[config.mk]
export PLATFORM = sky130hd
export DESIGN_NAME = app_output_mux_flat
export DESIGN_NICKNAME = d
export VERILOG_FILES = /design/src/rtl/app_output_mux_if.sv /design/src/rtl/app_output_mux.sv /design/src/flat_wrapper.sv
export SDC_FILE = /design/constraint.sdc
export NUM_CORES = 1
export LEC_CHECK = 0
export CAP_MARGIN = 25
export CORE_MARGIN = 8
export CORE_UTILIZATION = 39
export CTS_CLUSTER_DIAMETER = 150
export DETAILED_ROUTE_END_ITERATION = 8
export PLACE_DENSITY = 0.79
export REMOVE_ABC_BUFFERS = 1
export SKIP_LAST_GASP = 1
export SLEW_MARGIN = 20
export SYNTH_ARGS = -nofsm -noshare
export SYNTH_HDL_FRONTEND = slang
export SYNTH_SLANG_ARGS = --single-unit
[constraint.sdc]
create_clock -name CLK -period 2.1 [get_ports CLK]
set_clock_uncertainty 0.05 [all_clocks]
set_input_delay 0.42 -clock CLK [delete_from_list [all_inputs] [get_ports CLK]]
set_output_delay 0.42 -clock CLK [all_outputs]
set_load 0.02 [all_outputs]
[src/rtl/app_output_mux_if.sv]
// Channel-side FWFT read ports and output_fifo write port of app_output_mux.
// The mux side is the master modport; the FIFOs / bench sit on the slave side.
interface app_output_mux_if #(
  parameter int unsigned N_CHANNELS = 4,
  parameter int unsigned DATA_WIDTH = 16
);
  logic [N_CHANNELS*DATA_WIDTH-1:0] ch_dout;
  logic [N_CHANNELS-1:0]            ch_last;
  logic [N_CHANNELS-1:0]            ch_empty;
  logic [N_CHANNELS-1:0]            ch_rd_en;
  logic [N_CHANNELS-1:0]            ch_enable;
  logic [DATA_WIDTH-1:0]            dout;
  logic                             wr_en;
  logic                             full;

  modport master (
    input  ch_dout, ch_last, ch_empty, ch_enable, full,
    output ch_rd_en, dout, wr_en
  );

  modport slave (
    output ch_dout, ch_last, ch_empty, ch_enable, full,
    input  ch_rd_en, dout, wr_en
  );
endinterface

[src/rtl/app_output_mux.sv]
// N-channel packet-granular round-robin merge into the 16-bit output FIFO, with output-limit accounting.
// Optional packet-length watchdog: define APP_OUTPUT_MUX_WATCHDOG_EN.
module app_output_mux #(
  parameter int unsigned N_CHANNELS    = 4,
  parameter int unsigned DATA_WIDTH    = 16,
  parameter int unsigned LIMIT_WIDTH   = 16,
  parameter int unsigned MAX_PKT_WORDS = 4096
) (
  input  logic                   CLK,
  input  logic                   RESET,
  app_output_mux_if.master       bus,
  input  logic                   mode_limit,
  input  logic                   reg_output_limit,
  output logic [LIMIT_WIDTH-1:0] output_limit,
  output logic                   output_limit_not_done,
  output logic [3:0]             cur_channel,
  output logic                   err_pkt_len
);
  localparam int unsigned SEL_W = (N_CHANNELS > 1) ? $clog2(N_CHANNELS) : 1;

  if (N_CHANNELS < 1 || N_CHANNELS > 16 || MAX_PKT_WORDS < 1) begin : g_param_check
    $error("app_output_mux: unsupported parameter values");
  end

  typedef enum logic {ARB, XFER} state_t;

  state_t                 state, state_n;
  logic [3:0]             ptr, ptr_n, grant_n;
  logic [SEL_W-1:0]       g;
  logic                   xfer;
  logic                   found;
  logic [LIMIT_WIDTH-1:0] word_cnt;

`ifdef APP_OUTPUT_MUX_WATCHDOG_EN
  localparam int unsigned WD_W = $clog2(MAX_PKT_WORDS + 1);
  logic [WD_W-1:0] wd_cnt, wd_n;
  logic            err_n;
`endif

  assign g    = SEL_W'(cur_channel);
  // RESET gates the pass-through so an abandoned packet loses no word.
  assign xfer = (state == XFER) && !bus.ch_empty[g] && !bus.full && !RESET;

  always_comb begin
    int unsigned idx;
    state_n      = state;
    grant_n      = cur_channel;
    ptr_n        = ptr;
    found        = 1'b0;
    idx          = 0;
    bus.wr_en    = xfer;
    bus.ch_rd_en = N_CHANNELS'(xfer) << g;
    bus.dout     = bus.ch_dout[g*DATA_WIDTH +: DATA_WIDTH];
`ifdef APP_OUTPUT_MUX_WATCHDOG_EN
    wd_n  = wd_cnt;
    err_n = err_pkt_len;
`endif
    case (state)
      ARB: begin
        for (int unsigned k = 0; k < N_CHANNELS; k++) begin
          idx = 32'(ptr) + k;
          if (idx >= N_CHANNELS) idx = idx - N_CHANNELS;
          if (!found && bus.ch_enable[SEL_W'(idx)] && !bus.ch_empty[SEL_W'(idx)]) begin
            found   = 1'b1;
            grant_n = 4'(idx);
          end
        end
        if (found) state_n = XFER;
`ifdef APP_OUTPUT_MUX_WATCHDOG_EN
        wd_n = '0;
`endif
      end
      XFER: begin
        if (xfer) begin
          if (bus.ch_last[g]) begin
            state_n = ARB;
            ptr_n   = (32'(cur_channel) == N_CHANNELS - 1) ? 4'd0 : cur_channel + 4'd1;
          end
`ifdef APP_OUTPUT_MUX_WATCHDOG_EN
          else if (wd_cnt == WD_W'(MAX_PKT_WORDS - 1)) begin
            err_n   = 1'b1;
            state_n = ARB;
            ptr_n   = (32'(cur_channel) == N_CHANNELS - 1) ? 4'd0 : cur_channel + 4'd1;
          end else begin
            wd_n = wd_cnt + WD_W'(1);
          end
`endif
        end
      end
      default: state_n = ARB;
    endcase
  end

  always_ff @(posedge CLK) begin
    if (RESET) begin
      state       <= ARB;
      cur_channel <= 4'd0;
      ptr         <= 4'd0;
    end else begin
      state       <= state_n;
      cur_channel <= grant_n;
      ptr         <= ptr_n;
    end
  end

`ifdef APP_OUTPUT_MUX_WATCHDOG_EN
  always_ff @(posedge CLK) begin
    if (RESET) begin
      wd_cnt      <= '0;
      err_pkt_len <= 1'b0;
    end else begin
      wd_cnt      <= wd_n;
      err_pkt_len <= err_n;
    end
  end
`else
  assign err_pkt_len = 1'b0;
`endif

  // Saturating word counter; a write coinciding with the latch pulse opens the new interval.
  always_ff @(posedge CLK) begin
    if (RESET) begin
      word_cnt              <= '0;
      output_limit          <= '0;
      output_limit_not_done <= 1'b0;
    end else if (!mode_limit) begin
      word_cnt <= '0;
      if (reg_output_limit) begin
        output_limit          <= '0;
        output_limit_not_done <= 1'b0;
      end
    end else if (reg_output_limit) begin
      output_limit          <= word_cnt;
      output_limit_not_done <= &word_cnt;
      word_cnt              <= LIMIT_WIDTH'(bus.wr_en);
    end else if (bus.wr_en && !(&word_cnt)) begin
      word_cnt <= word_cnt + LIMIT_WIDTH'(1);
    end
  end
endmodule

[src/flat_wrapper.sv]
// flat-port wrapper written by rule: the top's interface ports become plain ports
module app_output_mux_flat 
#(
  parameter int unsigned N_CHANNELS    = 4,
  parameter int unsigned DATA_WIDTH    = 16,
  parameter int unsigned LIMIT_WIDTH   = 16,
  parameter int unsigned MAX_PKT_WORDS = 4096
)
  (CLK, RESET, mode_limit, reg_output_limit, output_limit, output_limit_not_done, cur_channel, err_pkt_len, bus_ch_dout, bus_ch_last, bus_ch_empty, bus_ch_enable, bus_full, bus_ch_rd_en, bus_dout, bus_wr_en);
  app_output_mux_if #(.N_CHANNELS(N_CHANNELS), .DATA_WIDTH(DATA_WIDTH)) bus_i ();
  input  logic CLK;
  input  logic RESET;
  input  logic mode_limit;
  input  logic reg_output_limit;
  output logic [LIMIT_WIDTH-1:0] output_limit;
  output logic output_limit_not_done;
  output logic [3:0] cur_channel;
  output logic err_pkt_len;
  input wire logic [$bits(bus_i.ch_dout)-1:0] bus_ch_dout;
  input wire logic [$bits(bus_i.ch_last)-1:0] bus_ch_last;
  input wire logic [$bits(bus_i.ch_empty)-1:0] bus_ch_empty;
  input wire logic [$bits(bus_i.ch_enable)-1:0] bus_ch_enable;
  input wire logic [$bits(bus_i.full)-1:0] bus_full;
  output wire logic [$bits(bus_i.ch_rd_en)-1:0] bus_ch_rd_en;
  output wire logic [$bits(bus_i.dout)-1:0] bus_dout;
  output wire logic [$bits(bus_i.wr_en)-1:0] bus_wr_en;
  assign bus_i.ch_dout = bus_ch_dout;
  assign bus_i.ch_last = bus_ch_last;
  assign bus_i.ch_empty = bus_ch_empty;
  assign bus_i.ch_enable = bus_ch_enable;
  assign bus_i.full = bus_full;
  assign bus_ch_rd_en = bus_i.ch_rd_en;
  assign bus_dout = bus_i.dout;
  assign bus_wr_en = bus_i.wr_en;
  app_output_mux #(.N_CHANNELS(N_CHANNELS), .DATA_WIDTH(DATA_WIDTH), .LIMIT_WIDTH(LIMIT_WIDTH), .MAX_PKT_WORDS(MAX_PKT_WORDS)) u_core (.CLK(CLK), .RESET(RESET), .bus(bus_i), .mode_limit(mode_limit), .reg_output_limit(reg_output_limit), .output_limit(output_limit), .output_limit_not_done(output_limit_not_done), .cur_channel(cur_channel), .err_pkt_len(err_pkt_len));
endmodule
# Word level (Yosys, flattened, before mapping)
# Cells that the tools add are included.
# op_classes
n_mux	53
n_addsub	9
order_cmp	9
n_reduce_logical	29
bitwise_logic	2
shifts	2
eq_ne	1
# ops
operator	n
64-bit by 7-bit indexed part select with 16-bit output	1
4-bit two-way mux	13
16-bit two-way mux	3
1-bit two-way mux	26
1-bit binary-select mux with 2-bit select	10
16-bit by 1-bit adder with 16-bit output (second input constant)	1
16-bit AND reduction	1
4-bit by 3-bit subtractor with 4-bit output (second input constant)	4
5-bit by 3-bit greater-or-equal comparator with 1-bit output (second input constant)	3
2-bit by 3-bit < comparator with 1-bit output (second input constant)	5
1-bit logical AND	11
1-bit zero test	11
4-bit by 2-bit adder with 5-bit output (second input constant)	2
4-bit by 1-bit adder with 5-bit output (second input constant)	1
4-bit by 1-bit adder with 4-bit output (second input constant)	1
4-bit by 2-bit == test with 1-bit output (second input constant)	1
4-bit by 3-bit greater-or-equal comparator with 1-bit output (second input constant)	1
4-bit nonzero test	1
1-bit by 2-bit left shift with 4-bit output	1
3-bit AND reduction	1
3-bit OR reduction	1
1-bit NOT	2
1-bit case mux with 2 select lines	1
2-bit AND reduction	1
other kinds (2)	2
# word_totals
input_bits	81
out_inout_bits	43
word_cells	112
regBits	42

# Depth between registers and ports, before layout
# logic_depth
word_depth	26
mapped_depth	10
depth_no_buf	10

# Worst setup path after synthesis
# OpenSTA, ideal clock, no wires.
# synth_path
path_type	reg-to-output
start	reg u_core.cur_channel[0]
end	out bus_ch_rd_en[2]
arrival_ns	1.930
setup_slack_ns	-0.300
stages_incl_launch_ff	5
path_buffers	1
t_required_ns	1.630
cell_sequence	dfxtp_1 buf_6 mux4_2 or2_4 nor3b_1
# synth_via
elab_chain_len	7
# synth_rtl
item	line_no	text
start: declaration	app_output_mux.sv:16	output logic [3:0] cur_channel,
start signal: assignment	app_output_mux.sv:101	cur_channel <= grant_n;
1-bit binary-select mux with 2-bit select	app_output_mux.sv:42	assign xfer = (state == XFER) && !bus.ch_empty[g] && !bus.full && !RESET;
1-bit two-way mux (not written as such)	app_output_mux.sv:42	
1-bit zero test	app_output_mux.sv:42	
1-bit logical AND (3 in series)	app_output_mux.sv:42	
1-bit by 2-bit left shift with 4-bit output (*)	app_output_mux.sv:52	bus.ch_rd_en = N_CHANNELS'(xfer) << g;
end: declaration	flat_wrapper.sv:24	output wire logic [$bits(bus_i.ch_rd_en)-1:0] bus_ch_rd_en;
# Mark *: on every way between the ends. The rest lies on a longest branch, timed or not. The select of a mux whose other input is x is not followed.

# Worst setup path in the final report
# layout_path
start	reg u_core.cur_channel[0]
end	out bus_ch_rd_en[1]
# The elaborated chain is that of the path after synthesis.

==> summary.md <==
## Route
• 0 — DRC violation count after routing
• 18.1 µm — routed len/inst
• 10.7 mm — wire length reported by the detailed router
• 159 — initial DRC count
• 3170 — via total after detailed routing
• 5.36 — via-per-instance ratio
• 0 — Detail Route Antenna Nets
• 4 — Pre-antenna DRT Iters

## GRT
• 0 — total gr overflow
• 37 — largest net degree at the start of global routing
• 19.3% — Global Route Usage Sum
• 16.0 mm — first-pass GRT wire length
• 3134 — number of global-route vias before repair
• 0 — initial antenna violation count

## Place
• 0.861 — Final GP Congestion
• -0.831 ns — pre-CTS WS
• 578 — number of cells after detailed placement
• 122 — count of input and output buffers
• 8.17 mm — DP HPWL

## Pwr
• 422 nW/µm² — power per cell area
• 0.000352 V — Max IR drop VDD
• 0.00187 µW — leakage power of the design

## Floorplan
• 40.3% — effective utilization at floorplan
• 31 — number of rows created at floorplan
• 103 µm — floorplan die height
• 7250 µm² — CORE AREA
• 103 µm — overall die width
• 124 — num ports
• 10500 µm² — DIE AREA

## Synthesis
• 0 — EDFF count, synth
• dfxtp_1 — dominant synthesized flop cell
• 28.8% — fraction of synthesized cell area taken by the top area cell type
• 332 — gate count after technology mapping
• 0 — Ys Warns
• 48 — number of distinct library cells after synthesis
• 0% — async set-reset flop share out of synthesis
• 2920 µm² — total standard cell area after synthesis
• 42 — number of synthesized register bits
• dfxtp_1, mux4_2, a21oi_1 — largest cells by area after synthesis
• 8.80 µm² — average cell area after synthesis
• dfxtp_1 — dominant cell type by area after synthesis
• 28.8% — share of synthesized area occupied by flip-flops and latches

## Setup path
• -0.19 ns — setup slack on the worst flop-to-flop path
• 0.53 ns — CP max stage delay
• reg -> out — critical path start-end classification
• 4 — peak fanout along the critical path
• register — kind of start point of the critical path
• output port — Worst Setup End Kind
• mux4_2, or2_4, nor3b_2, buf_4 — Critical Path, Cell by Cell
• mux4_2 — highest-delay cell along the critical path
• 1.89 ns — arrival time of data at the critical path endpoint
• 1.63 ns — worst path required time

## Worst hold path
• reg -> reg — Hold Path Class

## Clock tree
• 0.30 ns — source-to-sink clock delay at the later pin of the worst-skew pair
• 2 — depth of the CTS H-tree
• 5 — number of buffers created by CTS
• clkbuf_8 — clock root buffer
• 2 — number of buffers on the longest clock path
• 0.09 ns — post-CTS clock slew at the launch and capture registers of the worst setup and hold paths
• done — clock tree from TritonCTS
• 0 — CTS Hold Bufs
• 42 — number of clock sinks

## Layout
• 29.1% — share of layout cells above drive strength 1
• 2150 µm² — multi-input gate area in the final layout
• 856 µm² — Seq. cell area
• clkdlybuf4s50_1 — most common library cell in the layout ignoring fill and taps
• 560 — Layout fillers
• 68.3% — area growth from synthesis to final layout
• 591 — Layout Cells excl Fill
• 0 — antenna diode count
• clkdlybuf4s50_1, buf_4, dfxtp_1, nand3_1 — top library cells by usage in the layout, fill and taps aside
• 584 — net total in the final layout

## STA
• 424 MHz — peak clock frequency supported by timing
• 112% — Tcrit/Tclk final
• -0.256 ns — worst-case setup margin in the final layout
• 0 — number of hold violations in the final report
• 0.420 ns — final-layout worst hold slack
• yes — RSZ-0062 raised after global routing
• 0 — total count of max-transition violations in the final report
• 2.36 ns — min cycle time layout
• 33 — number of setup violations in the final report

## Outcome
• negative setup slack — violated checks
• finished with violations — run status

## Run
• 0 — max-cap violation count

[through the flow]
stage                     utilization [%]  TNS (ns)  power, µW  instance area, µm²
after floorplan                         -    -22.59       1080                2820
after global placement               62.5    -19.80       1440                4530
after detailed placement             62.5    -20.65       1450                4530
after CTS                            65.8     -3.67       2080                4770
after global routing                 67.8     -5.96       2170                4910
final                                67.8     -3.75       2070                4910
[cells in the mapped netlist (2+ instances only)]
cell      instances
inv_1             4
nor2_1           30
mux2_2            2
and3_1            6
nand4_1          11
mux4_1            2
inv_2             3
nor3_1            7
a21oi_1          33
a311o_1           2
nor3b_1           5
clkbuf_1         17
buf_6             2
nand2_1          21
ha_1             12
nor2b_1           8
buf_1             3
xor2_1           17
o21ai_0           4
dfxtp_1          42
nand3_1          31
o311a_1           2
a31oi_1           2
mux4_2           18
nand2b_1         23
xnor2_1           3
[state kept, by name (all words and copies together) (netlist names)]
register,cells
u_core.output_limit_not_done,1
u_core.state,1
u_core.cur_channel,4
u_core.word_cnt,16
u_core.output_limit,16
u_core.ptr,4
[cell type report]
cell class | instances | share of cell area, %
clock inverters | 3 | 0.891
well taps | 99 | 2.52
inverters | 7 | 0.535
multi-input cells | 260 | 43.8
repair buffers | 175 | 33.5
clock buffers | 5 | 1.40
flip-flops and latches | 42 | 17.4
[worst max-delay path, delay by kind of cell, from the launching register on]
family                 cells  cell delay, ns
AND/OR/NAND/NOR            2            0.52
flip-flops                 1            0.38
buffers and inverters      1            0.18
multiplexers               1            0.53
[power by group]
group	switching, µW	internal, µW	leakage [µW]
sequential	13.9	802	0.000342
clock	278	356	0.0000585
combinational	269	356	0.00146
total	560	1510	0.00187
[metal layers]
layer	GRT usage, %	vias to the layer above	part of all wire [%]
li1	-	1517	-
met5	0	-	0
met3	6.35	18	11
met1	21.3	1502	38
met2	34.7	133	49
met4	4.74	0	2.0
[path summary, 6_finish.rpt]
check,from,end,cells past startpoint
worst max-delay path,u_core.cur_channel[0],bus_ch_rd_en[1],4
worst min-delay path,u_core.output_limit[6],u_core.output_limit[6],2
worst max register to register,u_core.cur_channel[0],u_core.word_cnt[11],9
worst min register to register,u_core.output_limit[6],u_core.output_limit[6],2
[logic make-up after synthesis]
family,share of synthesized area [%]
AOI/OAI and AO/OA,11.1
xor gates and xnor gates,6.00
adders and majority gates,5.14
buffers and inverters,4.50
DFF,28.8
muxes,16.8
other,0.128
and+or+nand+nor,27.6
[timing repair]
item / in CTS / in global routing
resized for setup: 121 / 36
pin swaps: 12 / 16
setup buffers: 1 / 4
hold endpoints to repair: 0 / 0
setup endpoints to repair: 47 / 41
No activity file was read; power rests on OpenSTA's default activity.
